==> src/rtl/mastermind_ctrl.sv <==
// mastermind_ctrl: turn/score controller wrapped around a combinational 4-peg, 4-colour evaluator
//   clk, reset_n        clock, asynchronous active-low reset
//   load_secret         strobe: latch secret_in into eval_b and start a new game
//   guess_valid/ready   guess handshake; an accepted guess_in is latched into eval_a
//   eval_a, eval_b      registered guess/secret driven to the evaluator
//   c_in, m_in          evaluator exact / misplaced vectors
//   exact_cnt/near_cnt  popcounts of c_in/m_in for the last scored guess
//   result_valid        one-cycle pulse when counts and turn update
//   turn, win, lose     guesses used, game-over levels
//   guess_reject        duplicate-guess pulse, only with MM_DUPREJ_EN defined
module mastermind_ctrl #(
    parameter int MAX_TURNS = 10
) (
    input  logic       clk,
    input  logic       reset_n,
    input  logic       load_secret,
    input  logic [7:0] secret_in,
    input  logic       guess_valid,
    input  logic [7:0] guess_in,
    output logic       guess_ready,
    output logic [7:0] eval_a,
    output logic [7:0] eval_b,
    input  logic [3:0] c_in,
    input  logic [3:0] m_in,
    output logic [2:0] exact_cnt,
    output logic [2:0] near_cnt,
    output logic       result_valid,
    output logic [3:0] turn,
    output logic       win,
    output logic       lose
`ifdef MM_DUPREJ_EN
    ,
    output logic       guess_reject
`endif
);
    typedef enum logic [2:0] {IDLE, READY, EVAL, WIN, LOSE} state_t;
    state_t state;
    logic dup;
    logic [3:0] turn_nx;
    logic [2:0] exact_nx;
    function automatic logic [2:0] pop4(input logic [3:0] v);
        return {2'b0, v[0]} + {2'b0, v[1]} + {2'b0, v[2]} + {2'b0, v[3]};
    endfunction
    assign turn_nx     = turn + 4'd1;
    assign exact_nx    = pop4(c_in);
    assign guess_ready = (state == READY);
`ifdef MM_DUPREJ_EN
    // guess_reject is registered at acceptance and stays visible through the EVAL cycle,
    // where it diverts the FSM back to READY without scoring
    logic have_prev;
    assign dup = guess_reject;
`else
    assign dup = 1'b0;
`endif
    always_ff @(posedge clk or negedge reset_n) begin
        if (!reset_n) begin
            state        <= IDLE;
            eval_a       <= '0;
            eval_b       <= '0;
            exact_cnt    <= '0;
            near_cnt     <= '0;
            result_valid <= 1'b0;
            turn         <= '0;
            win          <= 1'b0;
            lose         <= 1'b0;
`ifdef MM_DUPREJ_EN
            guess_reject <= 1'b0;
            have_prev    <= 1'b0;
`endif
        end else begin
            result_valid <= 1'b0;
`ifdef MM_DUPREJ_EN
            guess_reject <= 1'b0;
`endif
            if (load_secret) begin
                eval_b    <= secret_in;
                turn      <= '0;
                exact_cnt <= '0;
                near_cnt  <= '0;
                win       <= 1'b0;
                lose      <= 1'b0;
                state     <= READY;
`ifdef MM_DUPREJ_EN
                have_prev <= 1'b0;
`endif
            end else begin
                case (state)
                    READY: if (guess_valid) begin
                        eval_a <= guess_in;
                        state  <= EVAL;
`ifdef MM_DUPREJ_EN
                        guess_reject <= have_prev && (guess_in == eval_a);
                        have_prev    <= 1'b1;
`endif
                    end
                    EVAL: if (dup) begin
                        state <= READY;
                    end else begin
                        exact_cnt    <= exact_nx;
                        near_cnt     <= pop4(m_in);
                        turn         <= turn_nx;
                        result_valid <= 1'b1;
                        win          <= (exact_nx == 3'd4);
                        lose         <= (exact_nx != 3'd4) && (turn_nx == 4'(MAX_TURNS));
                        state        <= (exact_nx == 3'd4) ? WIN : (turn_nx == 4'(MAX_TURNS)) ? LOSE : READY;
                    end
                    default: ;
                endcase
            end
        end
    end
endmodule

==> config.mk <==
export PLATFORM = sky130hd
export DESIGN_NAME = mastermind_ctrl
export DESIGN_NICKNAME = d
export VERILOG_FILES = /design/src/rtl/mastermind_ctrl.sv
export SDC_FILE = /design/constraint.sdc
export NUM_CORES = 1
export LEC_CHECK = 0
export ABC_CLOCK_PERIOD_IN_PS = 2400
export CAP_MARGIN = 25
export CORE_MARGIN = 2
export CORE_UTILIZATION = 40
export CTS_CLUSTER_SIZE = 25
export DETAILED_ROUTE_END_ITERATION = 8
export GPL_TIMING_DRIVEN = 0
export PLACE_DENSITY = 0.75
export SETUP_SLACK_MARGIN = 0.2
export SYNTH_ARGS = -nofsm -noshare
export SYNTH_HDL_FRONTEND = slang
export SYNTH_SLANG_ARGS = --single-unit
==> constraint.sdc <==
create_clock -name clk -period 2.4 [get_ports clk]
set_clock_uncertainty 0.15 [all_clocks]
set_input_delay 0.36 -clock clk [delete_from_list [all_inputs] [get_ports clk]]
set_output_delay 0.36 -clock clk [all_outputs]
set_load 0.02 [all_outputs]
==> results of run 1 <==
## timing repair
item | CTS | global route
pin swaps | 4 | 2
resized for setup | 7 | 0
endpoints found under the setup margin | 6 | 1
## flip-flops by register name, summed over array words and instances, names as in the netlist
register,count
eval_b,8
exact_cnt,3
near_cnt,3
result_valid,1
state,3
lose,1
win,1
eval_a,8
turn,4
## layer usage
| metal | vias to the layer above | global-route usage, % | part of all wire, % |
|---|---|---|---|
| li1 | 530 | - | - |
| met1 | 555 | 21.0 | 39 |
| met2 | 21 | 32.5 | 58 |
| met3 | 2 | 6.07 | 2.8 |
| met4 | 0 | 4.62 | 0.59 |
| met5 | - | 0 | 0 |
## cell usage after synthesis
cell and instances:
nor3b_1 2, xnor2_1 2, mux2_2 16, nor2_1 6, ha_1 6, a211oi_1 1
nand3_2 1, fa_1 2, nor3_1 1, inv_1 2, or3_1 1, dfrtp_1 32
clkbuf_1 2, nand3b_2 1, nor2b_1 1, a21oi_1 10, and2_1 1, o21ai_0 4
nand2_1 19, buf_2 3, or4_4 1, xor2_1 2, a21oi_2 2
## area by class of cell
class,count,area [um^2],area share [%]
Buffer,5,22.5,1.04
Clock buffer,5,37.5,1.74
Clock inverter,3,42.5,1.97
Timing Repair Buffer,57,583,27.0
Inverter,2,7.51,0.347
Multi-Input combinational cell,79,611,28.2
Tap cell,46,57.6,2.66
Sequential cell,32,801,37.0
## final timing paths
check / depth (start not counted) / end / startpoint
min reg2reg: 1 / eval_b[2] / eval_b[2]
min in group clk: 1 / eval_b[2] / eval_b[2]
max reg2reg: 5 / lose / turn[0]
min: 1 / eval_a[1] / reset_n
max in group asynchronous: 2 / turn[0] / reset_n
max: 7 / lose / c_in[3]
## power breakdown
part	switching (mW)	internal (mW)	total, mW
clock	0.187	0.217	0.404
sequential	0.0347	0.595	0.630
combinational	0.167	0.197	0.364
total	0.388	1.01	1.40
## through the flow
step	worst slack [ps]	hold slack, ps
after floorplan	265	-85.6
after global placement	-333	336
after detailed placement	-402	342
after CTS	240	330
after global routing	268	337
final	330	328
## cell families (layout without fill, tap and decap cells)
logic type | count (synthesis) | in the layout | share of synthesized area [%]
fa+ha+maj | 8 | 8 | 8.10
mux | 16 | 16 | 12.7
buf+inv | 7 | 72 | 2.11
xor+xnor | 4 | 4 | 2.47
compound gates | 17 | 17 | 6.69
simple gates | 34 | 34 | 11.6
flops | 32 | 32 | 56.3
==> flow_metrics.py, run 1 <==
metrics = {
    "run_status": {
        "outcome": "finished clean",
    },
    "yosys": {
        "synth_seq_cells": 32,
        "yosys.area.top_type_share_pct": 56.3,
        "syn_inst": 118,
        "ys_seq_area_share_pct": 56.3,
        "avgSynthCellArea_um2": 12.0,
        "yosysWarnings": 0,
        "synthTopCellsByArea": "dfrtp_1 56%, mux2_2 13%, ha_1 5.3%",
        "netlist_area_mm2": 0.00142,
        "synthDistinctLibCells": 23,
        "yosysTopAreaCell": "dfrtp_1",
        "syn_nets": 154,
    },
    "sta": {
        "finalCritPeriodShare_pct": 86.3,
        "fmax_mhz": 483,
        "slew_headroom_pct": 47.3,
        "rsz0062_at_grt": "false",
        "worst_slew_pin_slew_ps": 789,
        "hold_viol": 0,
        "finalMaxSlewViolations": 0,
        "setup_tns_ps": 0,
        "finalSetupViolCount": 0,
        "finalCriticalPeriod_ps": 2070,
    },
    "placed_design": {
        "io_buffers": 56,
        "gp_congestion": 0.772,
        "dp_hpwl_mm": 2.63,
        "dp.cells": 221,
        "placed_cell_area_mm2": 0.00207,
    },
    "clock_tree": {
        "cts-root-buf": "clkbuf_4",
        "cts_hold_buf": 0,
        "cts_max_path_buffers": 2,
        "cts_made_buffers": 5,
        "cts_max_level": 2,
        "postCtsSetupBuffers": 0,
        "clock_sink_count": 32,
        "clk_latency_ps": 330,
        "cts_tree": "done",
        "path_clk_slew_ps": 110,
    },
    "die": {
        "rows": 21,
        "die_w_um": 63.6,
        "die_h_um": 63.6,
        "initial_utilization_pct": 42.3,
        "coreArea_mm2": 0.00336,
        "pin_count": 58,
        "dieArea_mm2": 0.00405,
    },
    "critical_path": {
        "r2r_slack_ps": 570,
        "worstSetupPathType": "primary input to flop",
        "critPathArrivalTime_ps": 2190,
        "path_delay_family": "adder cells",
        "cp-end-kind": "flop",
        "critPathSlowestCell": "fa_1",
        "required_ps": 2520,
        "worst-path-buf-inv": 1,
        "cpPeakStageDelay_ps": 490,
        "crit_path_start_kind": "primary input",
        "worstPathMaxFanout": 4,
        "cp_cell_sequence": "dlygate4sd2_1, fa_1, ha_2, ha_4, nor3b_2, or4_4, a21oi_2",
    },
    "cells_and_area": {
        "final_cells": 229,
        "num-fill-cells": 277,
        "syn_to_final_growth_pct": 52.1,
        "layout-drive-gt1-share_pct": 19.7,
        "final_common_cell": "clkdlybuf4s50_1",
        "nNetsFinal": 218,
        "final_cell_mix": "52 x clkdlybuf4s50_1, 32 x dfrtp_1, 19 x nand2_1",
        "diodes": 0,
        "final_area_mm2": 0.00216,
        "utilization_pct": 64.3,
    },
    "drt": {
        "wl_per_cell_um": 14.7,
        "wl_mm": 3.37,
        "postRouteAntennaNets": 0,
        "vias": 1108,
        "first_pass_iters": 4,
        "viasPerCell": 4.84,
        "drtIter0Drc": 33,
        "drc": 0,
    },
    "global_routing": {
        "gr-total-overflow": 0,
        "grt_usage_pct": 18.3,
        "grt_max_degree": 19,
        "antenna_found_initial": 0,
        "grt_pass1_wl_mm": 5.60,
        "grt_pass1_vias": 1176,
    },
    "hold_path": {
        "hold_class": "primary input to async pin",
    },
    "power_and_ir_drop": {
        "powerDensity_mw_per_mm2": 646,
        "p_leak_nw": 0.891,
        "ir_worst_vdd_v": 0.000398,
        "fin_total_pwr_mw": 1.40,
    },
    "flow_run": {
        "maxCapViolCount": 0,
    },
}
(Power assumes the default switching activity.)
==> run 2: changes to the inputs <==
--- a/config.mk
+++ b/config.mk
@@ -11,6 +11,7 @@
 export CORE_UTILIZATION = 40
 export CTS_CLUSTER_SIZE = 25
 export DETAILED_ROUTE_END_ITERATION = 8
+export GPL_ROUTABILITY_DRIVEN = 0
 export GPL_TIMING_DRIVEN = 0
 export PLACE_DENSITY = 0.75
 export SETUP_SLACK_MARGIN = 0.2
==> results of run 2 <==
No change in the layout: final DEF, timing and power equal those of run 1.
